[src/rtl/arm_pkg.sv]
// Shared definitions for the block-transfer sequencer: FSM state encoding,
// instruction bit positions used by LDM/STM and the PC register index.
package arm_pkg;

    typedef enum logic [2:0] {
        IDLE  = 3'd0,
        SETUP = 3'd1,
        XFER  = 3'd2,
        WBACK = 3'd3,
        DONE  = 3'd4
    } xfer_state_e;

    localparam int IR_P = 24;
    localparam int IR_U = 23;
    localparam int IR_W = 21;
    localparam int IR_L = 20;

    localparam logic [3:0] REG_PC = 4'd15;

endpackage : arm_pkg

[src/rtl/lowest_set_bit16.sv]
// Priority encoder: index of the lowest set bit of a 16-bit register list.
// idx_o is 0 when the list is empty; valid_o flags a non-empty list.
module lowest_set_bit16 (
    input  logic [15:0] vec_i,
    output logic [3:0]  idx_o,
    output logic        valid_o
);

    // Scan from the top down so the lowest set bit is the last one to win.
    always_comb begin
        idx_o   = 4'd0;
        valid_o = 1'b0;
        for (int i = 15; i >= 0; i--) begin
            if (vec_i[i]) begin
                idx_o   = 4'(i);
                valid_o = 1'b1;
            end else begin
                idx_o   = idx_o;
                valid_o = valid_o;
            end
        end
    end

endmodule : lowest_set_bit16

[src/rtl/block_xfer_seq.sv]
// LDM/STM multi-register transfer sequencer.
// Walks the register list lowest register first, one beat per accepted
// mem_ready, on ascending word addresses, then optionally writes back the
// base register. All outputs are registered except reg_we/pc_loaded, which
// must coincide with the mem_ready cycle of a load beat.
// Optional feature: define BLOCK_XFER_ABORT_EN to add mem_abort/aborted.
module block_xfer_seq
    import arm_pkg::*;
#(
    parameter int ADDR_W = 32,
    parameter int WORD_B = 4
) (
    input  logic              clk,
    input  logic              rst_n,
    input  logic              start,
    input  logic [31:0]       IR,
    input  logic [ADDR_W-1:0] base_addr,
    input  logic              mem_ready,
`ifdef BLOCK_XFER_ABORT_EN
    input  logic              mem_abort,
    output logic              aborted,
`endif
    output logic              busy,
    output logic              done,
    output logic              mem_req,
    output logic              mem_we,
    output logic [ADDR_W-1:0] mem_addr,
    output logic [3:0]        reg_idx,
    output logic              reg_we,
    output logic              wb_we,
    output logic [3:0]        wb_idx,
    output logic [ADDR_W-1:0] wb_data,
    output logic              pc_loaded
);

    xfer_state_e       state_q, state_d;
    logic [15:0]       list_q, list_d;
    logic [ADDR_W-1:0] base_q, base_d;
    logic [3:0]        rn_q, rn_d;
    logic              p_q, p_d, u_q, u_d, w_q, w_d, l_q, l_d;
    logic              wb_en_q, wb_en_d;
    logic [ADDR_W-1:0] final_q, final_d;
    logic              busy_q, busy_d;
    logic              done_q, done_d;
    logic              mem_req_q, mem_req_d;
    logic              mem_we_q, mem_we_d;
    logic [ADDR_W-1:0] mem_addr_q, mem_addr_d;
    logic [3:0]        reg_idx_q, reg_idx_d;
    logic              wb_we_q, wb_we_d;
`ifdef BLOCK_XFER_ABORT_EN
    logic              aborted_q, aborted_d;
`endif

    logic [4:0]        pop_s;
    logic [ADDR_W-1:0] span_s;
    logic [ADDR_W-1:0] start_addr_s;
    logic [ADDR_W-1:0] final_s;
    logic [15:0]       list_clr_s;
    logic [15:0]       lsb_in_s;
    logic [3:0]        lsb_idx_s;
    logic              unused_lsb_valid_s;
    logic              abort_s;
    logic              unused_ir_s;

    assign unused_ir_s = ^{IR[31:25], IR[22]};

`ifdef BLOCK_XFER_ABORT_EN
    assign abort_s = mem_abort;
`else
    assign abort_s = 1'b0;
`endif

    // Working list with its lowest register removed (the beat just accepted).
    assign list_clr_s = list_q & (list_q - 16'd1);

    // In SETUP pick the first register; in XFER pick the one after the current beat.
    assign lsb_in_s = (state_q == XFER) ? list_clr_s : list_q;

    lowest_set_bit16 u_lsb (
        .vec_i   (lsb_in_s),
        .idx_o   (lsb_idx_s),
        .valid_o (unused_lsb_valid_s)
    );

    // Popcount of the latched register list (adder chain, used in SETUP only).
    always_comb begin
        pop_s = 5'd0;
        for (int i = 0; i < 16; i++) begin
            pop_s = pop_s + {4'd0, list_q[i]};
        end
    end

    // Lowest beat address and final base from P/U; arithmetic wraps mod 2^ADDR_W.
    always_comb begin
        span_s = ADDR_W'(pop_s) * ADDR_W'(WORD_B);
        case ({p_q, u_q})
            2'b01:   start_addr_s = base_q;                                 // IA
            2'b11:   start_addr_s = base_q + ADDR_W'(WORD_B);               // IB
            2'b00:   start_addr_s = base_q - span_s + ADDR_W'(WORD_B);      // DA
            2'b10:   start_addr_s = base_q - span_s;                        // DB
            default: start_addr_s = base_q;
        endcase
        if (u_q) begin
            final_s = base_q + span_s;
        end else begin
            final_s = base_q - span_s;
        end
    end

    // Next-state and next-output computation for the sequencer FSM.
    always_comb begin
        state_d    = state_q;
        list_d     = list_q;
        base_d     = base_q;
        rn_d       = rn_q;
        p_d        = p_q;
        u_d        = u_q;
        w_d        = w_q;
        l_d        = l_q;
        wb_en_d    = wb_en_q;
        final_d    = final_q;
        busy_d     = 1'b0;
        done_d     = 1'b0;
        mem_req_d  = 1'b0;
        mem_we_d   = 1'b0;
        mem_addr_d = {ADDR_W{1'b0}};
        reg_idx_d  = 4'd0;
        wb_we_d    = 1'b0;
`ifdef BLOCK_XFER_ABORT_EN
        aborted_d  = 1'b0;
`endif
        case (state_q)
            IDLE: begin
                if (start) begin
                    state_d = SETUP;
                    busy_d  = 1'b1;
                    list_d  = IR[15:0];
                    base_d  = base_addr;
                    rn_d    = IR[19:16];
                    p_d     = IR[IR_P];
                    u_d     = IR[IR_U];
                    w_d     = IR[IR_W];
                    l_d     = IR[IR_L];
                end else begin
                    state_d = IDLE;
                end
            end
            SETUP: begin
                final_d = final_s;
                // A load that includes Rn keeps the loaded value, not the writeback.
                wb_en_d = w_q & ~(l_q & list_q[rn_q]);
                if (pop_s == 5'd0) begin
                    state_d = DONE;
                    done_d  = 1'b1;
                end else begin
                    state_d    = XFER;
                    busy_d     = 1'b1;
                    mem_req_d  = 1'b1;
                    mem_we_d   = ~l_q;
                    mem_addr_d = start_addr_s;
                    reg_idx_d  = lsb_idx_s;
                end
            end
            XFER: begin
                busy_d     = 1'b1;
                mem_req_d  = 1'b1;
                mem_we_d   = mem_we_q;
                mem_addr_d = mem_addr_q;
                reg_idx_d  = reg_idx_q;
                if (mem_ready && abort_s) begin
                    state_d   = DONE;
                    busy_d    = 1'b0;
                    done_d    = 1'b1;
                    mem_req_d = 1'b0;
                    mem_we_d  = 1'b0;
                    mem_addr_d = {ADDR_W{1'b0}};
                    reg_idx_d = 4'd0;
                    list_d    = 16'd0;
`ifdef BLOCK_XFER_ABORT_EN
                    aborted_d = 1'b1;
`endif
                end else if (mem_ready) begin
                    list_d = list_clr_s;
                    if (list_clr_s == 16'd0) begin
                        state_d    = WBACK;
                        mem_req_d  = 1'b0;
                        mem_we_d   = 1'b0;
                        mem_addr_d = {ADDR_W{1'b0}};
                        reg_idx_d  = 4'd0;
                        wb_we_d    = wb_en_q;
                    end else begin
                        mem_addr_d = mem_addr_q + ADDR_W'(WORD_B);
                        reg_idx_d  = lsb_idx_s;
                    end
                end else begin
                    state_d = XFER;
                end
            end
            WBACK: begin
                state_d = DONE;
                done_d  = 1'b1;
            end
            DONE: begin
                state_d = IDLE;
            end
            default: begin
                state_d = IDLE;
            end
        endcase
    end

    // State, latched operands and registered outputs.
    always_ff @(posedge clk or negedge rst_n) begin
        if (!rst_n) begin
            state_q    <= IDLE;
            list_q     <= 16'd0;
            base_q     <= {ADDR_W{1'b0}};
            rn_q       <= 4'd0;
            p_q        <= 1'b0;
            u_q        <= 1'b0;
            w_q        <= 1'b0;
            l_q        <= 1'b0;
            wb_en_q    <= 1'b0;
            final_q    <= {ADDR_W{1'b0}};
            busy_q     <= 1'b0;
            done_q     <= 1'b0;
            mem_req_q  <= 1'b0;
            mem_we_q   <= 1'b0;
            mem_addr_q <= {ADDR_W{1'b0}};
            reg_idx_q  <= 4'd0;
            wb_we_q    <= 1'b0;
`ifdef BLOCK_XFER_ABORT_EN
            aborted_q  <= 1'b0;
`endif
        end else begin
            state_q    <= state_d;
            list_q     <= list_d;
            base_q     <= base_d;
            rn_q       <= rn_d;
            p_q        <= p_d;
            u_q        <= u_d;
            w_q        <= w_d;
            l_q        <= l_d;
            wb_en_q    <= wb_en_d;
            final_q    <= final_d;
            busy_q     <= busy_d;
            done_q     <= done_d;
            mem_req_q  <= mem_req_d;
            mem_we_q   <= mem_we_d;
            mem_addr_q <= mem_addr_d;
            reg_idx_q  <= reg_idx_d;
            wb_we_q    <= wb_we_d;
`ifdef BLOCK_XFER_ABORT_EN
            aborted_q  <= aborted_d;
`endif
        end
    end

    assign busy      = busy_q;
    assign done      = done_q;
    assign mem_req   = mem_req_q;
    assign mem_we    = mem_we_q;
    assign mem_addr  = mem_addr_q;
    assign reg_idx   = reg_idx_q;
    assign wb_we     = wb_we_q;
    assign wb_idx    = rn_q;
    assign wb_data   = final_q;
    assign reg_we    = mem_req_q & ~mem_we_q & mem_ready & ~abort_s;
    assign pc_loaded = reg_we & (reg_idx_q == REG_PC);
`ifdef BLOCK_XFER_ABORT_EN
    assign aborted   = aborted_q;
`endif

endmodule : block_xfer_seq

[config.mk]
export PLATFORM = sky130hd
export DESIGN_NAME = block_xfer_seq
export DESIGN_NICKNAME = d
export VERILOG_FILES = /design/src/rtl/arm_pkg.sv /design/src/rtl/lowest_set_bit16.sv /design/src/rtl/block_xfer_seq.sv
export SDC_FILE = /design/constraint.sdc
export NUM_CORES = 1
export LEC_CHECK = 0
export CAP_MARGIN = 15
export CORE_MARGIN = 4
export CORE_UTILIZATION = 51
export DETAILED_ROUTE_END_ITERATION = 16
export GPL_TIMING_DRIVEN = 0
export HOLD_SLACK_MARGIN = 0.06
export PLACE_DENSITY = 0.81
export SLEW_MARGIN = 25
export SYNTH_ARGS = -nofsm -noshare
export SYNTH_HDL_FRONTEND = slang
export SYNTH_SLANG_ARGS = --single-unit
[constraint.sdc]
create_clock -name clk -period 6.85 [get_ports clk]
set_clock_uncertainty 0.1 [all_clocks]
set_input_delay 1.37 -clock clk [delete_from_list [all_inputs] [get_ports clk]]
set_output_delay 1.37 -clock clk [all_outputs]
set_load 0.02 [all_outputs]
## Yosys cells after proc, flatten, opt, wreduce, memory -nomap -nowiden

Cells that the tools add are included.
W data, S select, Z words.

| storage, ports and cells | value |
|---|---|
| input port bits | 68 |
| output and inout bits | 79 |
| flip-flop bits (word level) | 133 |

| cells by class | value |
|---|---|
| add/subtract/negate cells | 21 |
| mux-type cells | 52 |
| bitwise gates (word level) | 9 |
| equal/unequal tests | 11 |
| magnitude comparators | 1 |
| reduce and logical (&&, ||, !) cells | 8 |

Operators by type and width:

| cell | number |
|---|---|
| $mux W32 | 4 |
| $pmux W32 S4 | 1 |
| $add A32 B3 Y32 const B | 3 |
| $mux W4 | 19 |
| $pmux W32 S2 | 1 |
| $add A5 B1 Y5 | 11 |
| $mux W16 | 3 |
| $add A32 B7 Y32 | 1 |
| $pmux W16 S2 | 1 |
| $sub A32 B7 Y32 | 1 |
| $and A16 B16 Y16 | 1 |
| $logic_not A16 Y1 | 1 |
| $sub A16 B1 Y16 const B | 1 |
| $mux W1 | 13 |
| $pmux W3 S4 | 1 |
| $mux W3 | 3 |
| $pmux W4 S2 | 1 |
| $eq A3 B2 Y1 const B | 2 |
| $pmux W1 S2 | 3 |
| $add A4 B1 Y5 | 1 |
| $and A1 B1 Y1 | 5 |
| $logic_not A5 Y1 | 1 |
| $lt A4 B5 Y1 const B | 1 |
| $add A3 B1 Y4 | 1 |
| other kinds (17) | 22 |

## Logic depth before layout (Yosys ltp)

| logic depth | value |
|---|---|
| word-level depth | 22 |
| depth in mapped cells | 26 |
| gate-level depth less buffers | 24 |

## Modules after synthesis

From an unflattened synthesis, not the netlist that was laid out.

| unflattened totals | value |
|---|---|
| cell total of the unflattened synthesis | 1328 |
| area, all modules | 10307.4 um2 |

Modules (own cells, without submodules):

| module | instances | area each (um2) | cells an instance | sequential area each (um2) |
|---|---|---|---|---|
| block_xfer_seq | 1 | 10128.5 | 1295 | 3328.2 |
| lowest_set_bit16 | 1 | 178.9 | 33 | 0.0 |

## Least setup slack after synthesis

OpenSTA, ideal clock, no wires.

| timing path | value |
|---|---|
| path type | reg2reg |
| from | reg list_q[9] |
| to | reg mem_addr_q[29] (netlist: mem_addr[29]) |
| stages on the path, launching flop included | 26 |
| path buffers | 3 |
| path slack | 0.165 ns |
| data arrival time | 6.459 ns |
| library setup time | 0.126 ns |
| path through | dfrtp_1 -> clkbuf_1 -> inv_1 -> fa_1 -> fa_1 -> fa_1 -> fa_1 -> inv_1 -> ha_1 -> inv_1 -> fa_1 -> xor2_1 -> inv_1 -> ha_1 -> clkbuf_1 -> nand2b_1 -> a211oi_2 -> buf_2 -> o21ai_0 -> a22oi_1 -> nand3b_1 -> nor4_2 -> or4b_4 -> xnor2_2 -> mux2i_1 -> nand3_1 |

| on the way | value |
|---|---|
| cells in the longest elaborated chain, start to end | 12 |
| elaborated cells on any way between the ends | 18 |

RTL lines:

| item | line | text |
|---|---|---|
| from (decl) | block_xfer_seq.sv:37 | `logic [15:0] list_q, list_d;` |
| from (signal assigned) | block_xfer_seq.sv:237 | `list_q <= list_d;` |
| $add A5 B1 Y5 (7 in series) | block_xfer_seq.sv:89 | `pop_s = pop_s + {4'd0, list_q[i]};` |
| $sub A32 B7 Y32 | block_xfer_seq.sv:99, block_xfer_seq.sv:100 |  |
| $add A32 B3 Y32 | block_xfer_seq.sv:99 | `2'b00: start_addr_s = base_q - span_s + ADDR_W'(WORD_B);` |
| $pmux W32 S4 | block_xfer_seq.sv:96 | `case ({p_q, u_q})` |
| $mux W32 | block_xfer_seq.sv:152 | `if (pop_s == 5'd0) begin` |
| $pmux W32 S2 * | block_xfer_seq.sv:132 | `case (state_q)` |
| to (signal assigned) | block_xfer_seq.sv:229 | `mem_addr_q <= {ADDR_W{1'b0}};` |
| to (signal assigned) | block_xfer_seq.sv:250 | `mem_addr_q <= mem_addr_d;` |
| to (decl) | block_xfer_seq.sv:47 | `logic [ADDR_W-1:0] mem_addr_q, mem_addr_d;` |

Every way passes the cells marked *; elsewhere a longest branch is shown, timed or not. The select of a mux whose other input is x is not followed.
A chain may end at the register's enable or synchronous reset.

## Worst setup path after layout

| timing path | value |
|---|---|
| from | reg list_q[15] |
| to | reg mem_addr_q[29] (netlist: mem_addr[29]) |

| on the way | value |
|---|---|
| cells in the longest elaborated chain, start to end | 6 |
| elaborated cells on any way between the ends | 12 |

RTL lines:

| item | line |
|---|---|
| $add A5 B1 Y5 / $sub A16 B1 Y16 (equally long branches) | block_xfer_seq.sv:89, block_xfer_seq.sv:74 |
| $sub A32 B7 Y32 / $and A16 B16 Y16 (equally long branches) | block_xfer_seq.sv:99, block_xfer_seq.sv:100, block_xfer_seq.sv:74 |
| $add A32 B3 Y32 / $logic_not A16 Y1 (equally long branches) | block_xfer_seq.sv:99, block_xfer_seq.sv:184 |
| $pmux W32 S4 / $mux W32 (equally long branches) | block_xfer_seq.sv:96, block_xfer_seq.sv:184 |
| $mux W32, on equally long branches | block_xfer_seq.sv:152, block_xfer_seq.sv:182 |
| $pmux W32 S2 * | block_xfer_seq.sv:132 |

Marks and branches as above.

==> reports/results.env <==
DIEWIDTH_UM=151.7
DETAIL_ROUTE.VIAS_PER_CELL=6.360
SYN_AREA_SQ_UM=10530
DIE_HEIGHT_UM=151.7
CTS.REPORTEDPATHS.CLKPINSLEW_PS=70
LAYOUT_CELL_SHARE_WITH_DRIVE_STRENGTH_BEYOND_1=0.1123
MAX_SLEW.WORST_PIN.SLEW_PS=934.3
CP_MAX_FO=7
NNETSFINAL=1639
YS.WARNINGS.COUNT=0
CRITICAL_PATH_CLASS='flip-flop to flip-flop'
STARTING_DENSITY=0.5189
CTS_HTREE_LEVELS=4
CTS_NUM_SINKS=133
ROUTE.DETAILED.DRC=0
GRT_PASS1_WL_UM=60250
POST_SYNTH_MAIN_AREA_CONTRIBUTORS='dfrtp_1, nand2_1, o21ai_0'
PORT_BUFFERS=138
FINAL.PERIOD_UTILIZATION=0.9871
ROUTED_WL_UM=39540
ANTENNA-DIODE-COUNT=0
WORSTSETUPSTARTPOINTTYPE='flip-flop'
MAX-SLEW-MARGIN-REL=0.3772
FINALINSTANCEAREA_SQ_UM=13440
EDFF_COUNT_SYNTH=0
DP.FINAL_HPWL_UM=29420
DPL_CELL_AREA_SQ_UM=12280
GRT.OVERFLOW.TOTAL=0
SYNTH-SEQ-AREA-SHARE=0.3160
POST_SYNTH_MOST_FREQUENT_CELLS='nand2_1, o21ai_0, dfrtp_1, nor2_1, clkbuf_1'
FINAL_ROUTED_WIRE_LENGTH_DIVIDED_BY_CELL_COUNT_UM=21.74
SYNTH_AREA_LEADER_CELL='dfrtp_1'
YOSYSMOSTFREQUENTCELL='nand2_1'
MINIMUM_CLOCK_PERIOD_PS=6762
DR.PASS1.ITERS=6
WORST_R2R_SETUP_SLACK_PS=90
DOMINANTREGCELLSYNTH='dfrtp_1'
CLK_ROOT_BUFFER_CELL='clkbuf_16'
DRT-INITIAL-DRC-COUNT=1319
PLACEMENT.SETUP.WORST_SLACK_PS=-1077
LAYOUT-AREA-OVERHEAD-VS-SYNTH_PCT=27.61
GRT_OVERALL_USAGE=0.3405
HOLD_PATH.CLASS='flip-flop to flip-flop'
CTS_BUFFER_DEPTH=2
SETUP-TNS-FINAL_PS=0
CTS_BUFS_INSERTED=17
ANTENNA_FOUND_INITIAL=0
FRACTION_OF_SYNTHESIZED_CELL_AREA_TAKEN_BY_THE_TOP_AREA_CELL_TYPE=0.3160
PIN_COUNT=147
TIMING.FMAX_MHz=147.9
REGAREA_SQ_UM=3334
SYN-INSTANCE-COUNT=1346
MAXCAP_VIOLATIONS=0
CLK_LATENCY_PS=440
TRITONCTS='done'
VIAS=11569
ASYNC_FLOP_SHARE=1.000
FIRST_GLOBAL_VIAS=10951
SYNTH_SEQ_CELLS=133
WORSTSETUPENDPOINTTYPE='flip-flop'
DIE-AREA_SQ_UM=23020
FINALMAXSLEWVIOLATIONS=0
POSTROUTEANTENNANETS=0
GRT_START_MAX_NET_PINS=83
POST_SYNTH.CELL_AREA_AVG_SQ_UM=7.825
YOSYS.CELL_TYPES.COUNT=90
FINAL_HOLD_VIOL_COUNT=0
FILLERINSTANCES=1791
FINALSETUPVIOLCOUNT=0
SETUP_WS_PS=88.13
ROW_CNT=52
PLACEABLECOREAREA_SQ_UM=20300
MULTI_INPUT_AREA_SQ_UM=6925
GPL.FINAL_WEIGHTED_CONGESTION=0.9607
OUTCOME='finished, final reports clean'
SYN-NUM-NETS=1449
WORST_PATH_ARRIVAL_TIME_PS=6980
TIMING.CRITICAL_PATH.REQUIRED_PS=7070
[path summary, 6_finish.rpt]
kind,depth (start not counted),endpoint,startpoint
setup / recovery,25,mem_addr[29],list_q[15]
hold / removal,2,wb_data[26],wb_data[26]
setup reg to reg,25,mem_addr[29],list_q[15]
hold reg to reg,2,wb_data[26],wb_data[26]
max in group asynchronous,2,list_q[5],rst_n
min in group asynchronous,1,wb_data[24],rst_n
[routing by layer]
metal	global-route usage	share of wire
met5	0	0
met4	0.1307	0.041
met3	0.07615	0.10
met2	0.5484	0.47
met1	0.4486	0.39
[cells in the final DEF, fill, tap and decap left out, types with 13 or more instances in the layout]
cell type and n:
buf_4 35, clkdlybuf4s50_1 137, o22ai_1 23, nand4_1 17, dfrtp_1 128, xor2_1 27
clkbuf_16 17, clkbuf_1 69, xnor2_1 44, a21oi_1 69, inv_1 42, nand2_1 244
and3_1 24, nand3_1 36, nor2_1 85, ha_1 18, a22o_1 14, a22oi_1 13
or3_1 23, o21ai_0 134, nor3_1 28, nor4_1 17
[what timing repair did]
action	4_1_cts	5_1_grt
buffers inserted	17	17
pin swaps	8	25
cloned	0	0
endpoints found under the setup margin	22	14
resized for setup	33	49
hold buffers	0	0
[logic make-up after synthesis]
logic type                 share of synthesized area
adders and majority gates                    0.05013
muxes                                        0.02602
buffers and inverters                        0.05393
xor gates and xnor gates                     0.06783
AOI/OAI and AO/OA                             0.2255
and+or+nand+nor                               0.2606
DFF                                           0.3160
[registers in the layout, summed over array words and instances (netlist names)]
register  cells
base_q       32
mem_addr     32
wb_data      32
list_q       16
reg_idx       4
wb_idx        4
state_q       3
busy          1
done          1
l_q           1
mem_req       1
mem_we        1
p_q           1
u_q           1
w_q           1
wb_en_q       1
wb_we         1
[layout make-up]
cell class,instances,area share
clock inverters,15,0.01173
inverters,51,0.01424
well taps,270,0.02513
clock buffers,17,0.03165
multi-input cells,1070,0.5153
plain buffers,90,0.02942
flip-flops and latches,133,0.2481
repair buffers,173,0.1245
[worst max-delay path, cell delays in order (launching register included)]
cell      delay, ps
dfrtp_1         430
inv_1            90
fa_1            500
fa_1            430
fa_1            540
fa_1            410
inv_1            70
ha_2            170
inv_1            60
fa_2            420
xor2_2          170
buf_4           160
ha_4            190
nor2_1          250
a2111o_1        290
buf_4           170
nand3_2          90
xnor2_2         260
nand3b_1        110
buf_4           190
nor4_4          300
buf_4           180
or4b_4          470
xnor2_2         180
mux2i_1         300
nand3_1         100
[metrics by stage]
step | util | std cells | hold WS [ps]
after global placement | 0.6036 | 1754 | 360.2
after detailed placement | 0.6052 | 1755 | 369.5
after floorplan | - | 1346 | 341.8
after global routing | 0.6621 | 1819 | 402.2
final | 0.6621 | 1819 | 376.8
after CTS | 0.6455 | 1802 | 384.4
Power is left out: the tool's default activity adds up to more than one toggle a clock period on the data nets, which glitch-free logic cannot reach.
